`src/rtl/frontend_read_return_serializer.sv`:
```
// Purpose: buffers wide backend read-return words (data, request ID, core number,
// start beat) in a DEPTH-entry FIFO and streams each one to the interconnection
// as BEATS frontend beats. With CRITICAL_FIRST=1 the beats start at the requested
// beat and wrap around; with CRITICAL_FIRST=0 they always go 0 upward.
//
// Ports:
//   i_clk, i_rst_n               clock (rising edge), async active-low reset
//   o_frontend_receive_ready     FIFO has a free entry
//   i_returned_data_valid        backend word valid
//   i_returned_data              backend word, beat k = bits [k*FWS +: FWS]
//   i_returned_request_id        request tag of the word
//   i_returned_core_num          destination core of the word
//   i_returned_start_beat        critical beat index
//   i_interconnection_ready      downstream accepts the current beat
//   o_scheduler_request_valid    beat valid
//   o_scheduler_read_data        current beat
//   o_scheduler_read_data_last   final beat of the word
//   o_scheduler_request_id       head entry request ID
//   o_scheduler_core_num         head entry core number
//   o_beat_index                 index of the current beat inside the word
//   o_fifo_count                 occupied FIFO entries
//   o_overflow_err               sticky: a word arrived while the FIFO was full
module frontend_read_return_serializer #(
  parameter int unsigned FRONTEND_WORD_SIZE = 256,
  parameter int unsigned BEATS              = 4,
  parameter int unsigned DEPTH              = 4,
  parameter int unsigned ID_WIDTH           = 4,
  parameter int unsigned CORE_NUM_WIDTH     = 2,
  parameter int unsigned CRITICAL_FIRST     = 1
) (
  input  logic                                  i_clk,
  input  logic                                  i_rst_n,
  output logic                                  o_frontend_receive_ready,
  input  logic                                  i_returned_data_valid,
  input  logic [BEATS*FRONTEND_WORD_SIZE-1:0]   i_returned_data,
  input  logic [ID_WIDTH-1:0]                   i_returned_request_id,
  input  logic [CORE_NUM_WIDTH-1:0]             i_returned_core_num,
  input  logic [$clog2(BEATS)-1:0]              i_returned_start_beat,
  input  logic                                  i_interconnection_ready,
  output logic                                  o_scheduler_request_valid,
  output logic [FRONTEND_WORD_SIZE-1:0]         o_scheduler_read_data,
  output logic                                  o_scheduler_read_data_last,
  output logic [ID_WIDTH-1:0]                   o_scheduler_request_id,
  output logic [CORE_NUM_WIDTH-1:0]             o_scheduler_core_num,
  output logic [$clog2(BEATS)-1:0]              o_beat_index,
  output logic [$clog2(DEPTH+1)-1:0]            o_fifo_count,
  output logic                                  o_overflow_err
);

  localparam int unsigned FWS = FRONTEND_WORD_SIZE;
  localparam int unsigned WW  = BEATS * FRONTEND_WORD_SIZE;
  localparam int unsigned BW  = $clog2(BEATS);
  localparam int unsigned CW  = $clog2(DEPTH + 1);
  localparam int unsigned PW  = $clog2(DEPTH);

  typedef enum logic {IDLE, STREAM} state_t;

  state_t            state;
  logic [PW-1:0]     wr_ptr;
  logic [PW-1:0]     rd_ptr;
  logic [CW-1:0]     count;
  logic [CW-1:0]     count_next;
  logic [BW-1:0]     bc;
  logic              overflow;

  logic [WW-1:0]             data_mem  [DEPTH];
  logic [ID_WIDTH-1:0]       id_mem    [DEPTH];
  logic [CORE_NUM_WIDTH-1:0] core_mem  [DEPTH];
  logic [BW-1:0]             start_mem [DEPTH];

  logic              ready;
  logic              push;
  logic              streaming;
  logic              last_beat;
  logic              pop;
  logic [BW-1:0]     beat_idx;
  logic [WW-1:0]     head_word;
  logic [FWS-1:0]    beat_sel;

  // Ready comes from the registered count only; a same-cycle pop does not free a slot.
  assign ready      = (count != CW'(DEPTH));
  assign push       = i_returned_data_valid && ready;
  assign streaming  = (state == STREAM);
  assign last_beat  = (bc == BW'(BEATS - 1));
  assign pop        = streaming && i_interconnection_ready && last_beat;
  assign count_next = count + CW'(push) - CW'(pop);

  // Beat index wraps naturally in BW bits because BEATS is a power of two.
  assign head_word = data_mem[rd_ptr];
  assign beat_idx  = start_mem[rd_ptr] + bc;

  // Select the current beat out of the head word.
  always_comb begin
    beat_sel = '0;
    for (int unsigned k = 0; k < BEATS; k++) begin
      if (beat_idx == BW'(k)) beat_sel = head_word[k*FWS +: FWS];
    end
  end

  // Payload storage; contents are only observed while streaming, so no reset.
  always_ff @(posedge i_clk) begin
    if (push) begin
      data_mem[wr_ptr]  <= i_returned_data;
      id_mem[wr_ptr]    <= i_returned_request_id;
      core_mem[wr_ptr]  <= i_returned_core_num;
      start_mem[wr_ptr] <= (CRITICAL_FIRST != 0) ? i_returned_start_beat : '0;
    end
  end

  // Control FSM: pointers, occupancy, beat counter and sticky overflow flag.
  always_ff @(posedge i_clk or negedge i_rst_n) begin
    if (!i_rst_n) begin
      state    <= IDLE;
      wr_ptr   <= '0;
      rd_ptr   <= '0;
      count    <= '0;
      bc       <= '0;
      overflow <= 1'b0;
    end else begin
      if (push) wr_ptr <= wr_ptr + PW'(1);
      if (i_returned_data_valid && !ready) overflow <= 1'b1;
      count <= count_next;
      case (state)
        IDLE: begin
          if (count_next != '0) state <= STREAM;
        end
        STREAM: begin
          if (i_interconnection_ready) begin
            if (last_beat) begin
              bc     <= '0;
              rd_ptr <= rd_ptr + PW'(1);
              if (count_next == '0) state <= IDLE;
            end else begin
              bc <= bc + BW'(1);
            end
          end
        end
        default: state <= IDLE;
      endcase
    end
  end

  // Outputs are driven purely from registered state; payload is zero while idle.
  assign o_frontend_receive_ready   = ready;
  assign o_scheduler_request_valid  = streaming;
  assign o_scheduler_read_data      = streaming ? beat_sel : '0;
  assign o_scheduler_read_data_last = streaming && last_beat;
  assign o_scheduler_request_id     = streaming ? id_mem[rd_ptr] : '0;
  assign o_scheduler_core_num       = streaming ? core_mem[rd_ptr] : '0;
  assign o_beat_index               = streaming ? beat_idx : '0;
  assign o_fifo_count               = count;
  assign o_overflow_err             = overflow;

endmodule
```
`config.mk`:
```
export PLATFORM = sky130hd
export DESIGN_NAME = frontend_read_return_serializer
export DESIGN_NICKNAME = d
export VERILOG_FILES = /design/src/rtl/frontend_read_return_serializer.sv
export SDC_FILE = /design/constraint.sdc
export NUM_CORES = 2
export LEC_CHECK = 0
export ABC_AREA = 1
export CORE_MARGIN = 2
export CORE_UTILIZATION = 31
export DETAILED_ROUTE_END_ITERATION = 8
export GPL_TIMING_DRIVEN = 0
export MAX_ROUTING_LAYER = met4
export PLACE_DENSITY = 0.53
export SLEW_MARGIN = 15
export SYNTH_ARGS = -nofsm -noshare
export SYNTH_HDL_FRONTEND = slang
export SYNTH_MEMORY_MAX_BITS = 65536
export SYNTH_SLANG_ARGS = --single-unit
```
`constraint.sdc`:
```
create_clock -name i_clk -period 46.3 [get_ports i_clk]
set_input_delay 13.89 -clock i_clk [delete_from_list [all_inputs] [get_ports i_clk]]
set_output_delay 13.89 -clock i_clk [all_outputs]
set_load 0.01 [all_outputs]
```
# After elaboration in Yosys (flattened, before gate mapping)
# Memory sizes are Yosys's and may differ from the RTL's.
# Index checks and enable logic that the tools add are counted.
# W data, S select, Z words.
# op_classes
n_addsub	6
n_bitwise	1
n_mux	16
reduce_logical	11
eq_ne	5
# op_table
operator	count
$mux W256	5
$add A2 B1 Y2 const B	3
$eq A2 B2 Y1 const B	3
$mux W1	6
$mux W2	3
$logic_and A1 B1 Y1	5
$mux W4	1
$add A3 B1 Y3	1
$logic_not A3 Y1	1
$ne A3 B3 Y1 const B	1
$reduce_and A3 Y1	1
$reduce_bool A3 Y1	1
$sub A3 B1 Y3	1
$add A2 B2 Y2	1
$eq A2 B1 Y1 const B	1
$logic_not A2 Y1	1
$pmux W1 S2	1
$reduce_and A2 Y1	1
$logic_not A1 Y1	1
$not A1 Y1	1
# word_totals
word_cells	49
n_memories	4
inputBits	1036
ram_bits	4128
output_inout_bits	271
reg_bits	11
# memory_table
memory	words	word_bits	read_ports	rd_ports_with_merged_regs	write_ports	line	text
data_mem	4	1024	1	0	1	66	logic [WW-1:0] data_mem [DEPTH];
id_mem	4	4	1	0	1	67	logic [ID_WIDTH-1:0] id_mem [DEPTH];
core_mem	4	2	1	0	1	68	logic [CORE_NUM_WIDTH-1:0] core_mem [DEPTH];
start_mem	4	2	1	0	1	69	logic [BW-1:0] start_mem [DEPTH];

# Logic depth before layout (Yosys ltp)
# depth
depth_word	9
ltp_mapped	22
ltp_nobuf	15

# Worst setup path before layout
# OpenSTA, ideal clock, no wires.
# synth_timing
path_kind	input to register
startpoint	input i_returned_data_valid
endpoint	memory core_mem[0][0] (enable)
slack_ns	-12.900
path_buffers	0
path_stages	2
setup_time_ns	2.465
t_arrival_ns	56.735
t_required_ns	43.835
cell_sequence	nand2_1 > nor2_1
# synth_between
elab_chain_cells	3
# synth_lines
element	line	text
from (decl)	34	input logic i_returned_data_valid,
$logic_and A1 B1 Y1	82	assign push = i_returned_data_valid && ready;
$mux W1	102	if (push) begin
$mux W1 (implied by the code)	105	core_mem[wr_ptr] <= i_returned_core_num;
to (decl)	68	
# Every way passes these cells.

# Worst setup path after layout
# layout_timing
startpoint	register rd_ptr[1]
endpoint	output o_scheduler_read_data[18]
# layout_between
elab_chain_cells	8
word_cells_on_any_way	12
classes_between	1 x add/sub; 3 x eq/ne; 5 x mux; 1 x reduce/logical; 2 x memory
# layout_lines
element	line	text
from (decl)	60	logic [PW-1:0] rd_ptr;
from (signal assigned)	131	rd_ptr <= rd_ptr + PW'(1);
$mem_v2 Z4 W2	-	
$add A2 B2 Y2	90	assign beat_idx = start_mem[rd_ptr] + bc;
$logic_not A2 Y1	96	if (beat_idx == BW'(k)) beat_sel = head_word[k*FWS +: FWS];
$mux W256 (3 in a row)	96	
$mux W256 *	96	
$mux W256 *	146	assign o_scheduler_read_data = streaming ? beat_sel : '0;
to (decl)	41	output logic [FRONTEND_WORD_SIZE-1:0] o_scheduler_read_data,
# Mark *: on every way between the ends. The rest lies on a longest branch, timed or not.

==> summary.md <==
| Metric | Value |
|---|---|
| Most numerous cell in the Yosys netlist | edfxtp_1 |
| Die height | 730.5 um |
| First-pass GRT wire length | 937300 um |
| Crit path kind | flip-flop to output port |
| Hold Path End | o_overflow_err |
| Status | complete, no violations |
| WHS Path Cells | 1 |
| Fillers | 49.80k |
| Sequential fraction of the synthesis area | 0.7592 |
| Final Net Count | 15.85k |
| Syn Nets | 13.84k |
| Number of top-level pins | 1307 |
| Hold/Removal Path Class | flip-flop to flip-flop |
| CTS root buffer | clkbuf_16 |
| Wire per inst | 31.77 um |
| Post-CTS setup buffers | 0 |
| Hold-fix buffers, CTS | 0 |
| Synth warn | 0 |
| Largest net degree at the start of global routing | 25 |
| Pre-CTS setup slack | 23.55 ns |
| Worst VDD drop | 87.34 uV |
| Share of cells above drive strength 1 | 0.08526 |
| TritonCTS Buffers | 448 |
| Syn Area/Cell | 12.79 um2 |
| Sink Count | 4139 |
| CP Buf/Inv Count | 10 |
| Fin crit share | 0.5095 |
| Primary FF master, synth | edfxtp_1 |
| PortBufs | 1306 |
| Yosys top cell area share | 0.7576 |
| Seq pwr share | 0.288 |
| Hold path start | o_overflow_err |
| Max Cap Viol | 0 |
| Combinational Power Share | 0.510 |
| Worst-path cell chain | buf_2 -> inv_2 -> buf_2 -> buf_2 -> buf_1 -> o21ai_0 -> o22ai_1 -> ha_1 -> inv_1 -> nand2_1 -> nand2_1 -> nand3_1 -> buf_4 -> nand2_8 -> nor2_8 -> buf_4 -> buf_2 -> nand2_1 -> nand3_1 -> nor2_1 -> clkdlybuf4s50_1 |
| Post-synth ARST share | 0.002658 |
| Delay-heaviest family, CP | buffers and inverters |
| Cell depth of the worst flop-to-flop path | 14 |
| Clk slew on worst S/H paths | 0.06 ns |
| Syn Inst Count | 12.79k |
| Skew final | 0.09313 ns |
| Gr ovfl total | 0 |
| Area leader, netlist | edfxtp_1 |
| WP data arrival | 9.70 ns |
| RSZ-0062 raised after global routing | no |
| Final GP Congestion | 0.8570 |
| Pwr Total | 17.55 mW |
| Critical-path maximum fanout | 11 |
| Clock Latency Late Sink | 1.05 ns |
| Max incr delay on CP | 0.95 ns |
| Post-CTS Resized | 0 |
| Post-route ant nets | 0 |
| Initial drt markers | 14.39k |
| Initial antenna violation count | 546 |
| Setup TNS | 0 ns |
| DRC violations left | 0 |
| Synthesized area | 163600 um2 |
| # rows | 266 |
| Final setup margin | 22.71 ns |
| Detail Placement HPWL | 531700 um |
| Placed Instances | 21.32k |
| Leakage | 71.04 nW |
| CORE AREA | 525200 um2 |
| Gr usage total | 0.2650 |
| Clock power share | 0.202 |
| Die Width | 730.5 um |
| Via count | 117.0k |
| PwrDens | 85.00 nW/um2 |
| Longest Clk Path Bufs | 4 |
| Tmin final | 23.59 ns |
| CTS tree | done |
| Max-slew violations | 0 |
| Crit. End Element | output port |
| Flop2flop setup slack | 42.10 ns |
| P&R area growth vs syn | 26.15% |
| Number of setup violations in the final report | 0 |
| Switch share | 0.4583 |
| Worst slew pin tran | 1.262 ns |
| Number of synthesized flops with an enable pin | 4128 |
| Most used cell, CP | buf_2 |
| FF/Latch Area | 124200 um2 |
| Post-synth cell types | 36 |
| Worst setup SP type | flip-flop |
| Final Non-Filler Cells | 22.49k |
| Final hold vios | 0 |
| Rel. slew slack | 0.1585 |
| Crit path required time | 32.41 ns |
| Largest cells by area after synthesis | edfxtp_1 (76%), nand2_1 (5.1%), o21ai_0 (4.1%) |
| Vias per std cell | 5.201 |
| Drt pass-1 iters | 8 |
| FF-to-FF Start | o_fifo_count[1] |
| Achievable Freq | 0.04240 GHz |
| Worst r2r dst | data_mem[0][929] |
| Footprint of the multi-input gates | 34640 um2 |
| CP max stage cell | buf_1 |
| Int Power | 9.505 mW |
| Post-synth top cells | edfxtp_1 (4128), nand2_1 (2205), nor2_1 (1726), o21ai_0 (1346), nand3_1 (745) |
| Flops & latches, synth | 4139 |
| Vias in the first global route | 107.5k |
| Die area | 533700 um2 |
| Routed WL | 714400 um |
| Sw Pwr | 8.040 mW |
| Initial Utilization | 0.3116 |
| CP Launch Point | rd_ptr[1] |
| H-tree depth | 5 |
-- area by class of cell --
cell class | instances | share of cell area
inverters | 250 | 0.004558
flip-flops and latches | 4139 | 0.6018
multi-input cells | 7515 | 0.1678
clock buffers | 541 | 0.05656
diodes | 341 | 0.004134
well taps | 6968 | 0.04224
plain buffers | 889 | 0.01891
repair buffers | 1558 | 0.09080
clock inverters | 285 | 0.01313
-- state kept, by name, indices dropped and copies added (netlist names) --
name,count
data_mem,4096
id_mem,16
core_mem,8
start_mem,8
o_fifo_count,3
bc,2
rd_ptr,2
wr_ptr,2
o_overflow_err,1
o_scheduler_request_valid,1
-- worst register-to-register path, stage by stage (launching register included) --
cell and delay [ns]:
dfrtp_1 0.44, nor2_1 0.09, nand2_1 0.08, nand2_1 0.31
nor2_4 0.61, buf_12 0.28, buf_16 0.21, buf_12 0.22
buf_12 0.25, buf_12 0.20, buf_12 0.23, buf_12 0.23
buf_12 0.24, buf_16 0.20, buf_12 0.22
-- per-stage QoR --
step	utilization	hold slack (ns)	area [um2]
2_1_floorplan	-	0.5117	163600
3_3_place_gp	0.3531	0.4514	185400
3_5_place_dp	0.3640	0.4764	191200
4_1_cts	0.3914	0.4889	205600
5_1_grt	0.3927	0.4904	206200
6_report	0.3930	0.4827	206400
-- power by group through the flow --
stage	Sequential, mW	Combinational [mW]	Clock [mW]
floorplan	6.54	3.70	0
global route	5.09	9.37	3.73
CTS	5.04	8.95	3.58
global placement	7.92	8.56	0
detailed placement	5.12	8.92	0
finish	5.05	8.95	3.55
-- cell families (layout without fill, tap and decap cells) --
logic type                 after synthesis  count (layout)  share of synthesized area
adders and majority gates                9               9                  0.0007341
other                                    0             341                          0
and+or+nand+nor                       4831            4831                     0.1191
AOI/OAI and AO/OA                     2670            2670                    0.09141
xor gates and xnor gates                 5               5                  0.0002677
DFF                                   4139            4139                     0.7592
buffers and inverters                 1139            3523                    0.02922
-- layout by cell type, fill, tap and decap left out, drive strengths merged --
cell type,netlist,final
a21oi,648,648
a22o,89,89
a22oi,42,42
a31o,1,1
a32o,104,104
a32oi,21,21
buf,457,709
bufinv,0,34
clkbuf,432,973
clkdlybuf4s50,0,1306
clkinv,1,229
clkinvlp,0,12
dfrtp,11,11
diode,0,341
edfxtp,4128,4128
fa,1,1
ha,8,8
inv,249,260
nand2,2208,2208
nand3,745,745
nand3b,1,1
nand4,149,149
nor2,1728,1728
o211ai,1,1
o21ai,1376,1376
o22a,26,26
o22ai,362,362
xnor2,2,2
xor2,3,3
-- metal layers --
metal | GRT usage | routed length (um) | up-vias
li1 | - | - | 51080
met2 | 0.3876 | 320200 | 5917
met4 | 0.1321 | 35350 | 0
met3 | 0.05330 | 64030 | 1273
met1 | 0.3514 | 294800 | 58690
met5 | - | 0 | -
-- worst max-delay path by stage --
stage / slack [ns] / cells after the start / end
2_1_floorplan: -12.90 / 2 / core_mem[0][0]
3_3_place_gp: -54.32 / 3 / data_mem[2][967]
3_5_place_dp: 23.55 / 21 / o_scheduler_read_data[18]
4_1_cts: 22.39 / 21 / o_scheduler_read_data[18]
5_1_grt: 22.67 / 21 / o_scheduler_read_data[18]
6_report: 22.71 / 21 / o_scheduler_read_data[18]
(Power assumes the default switching activity.)
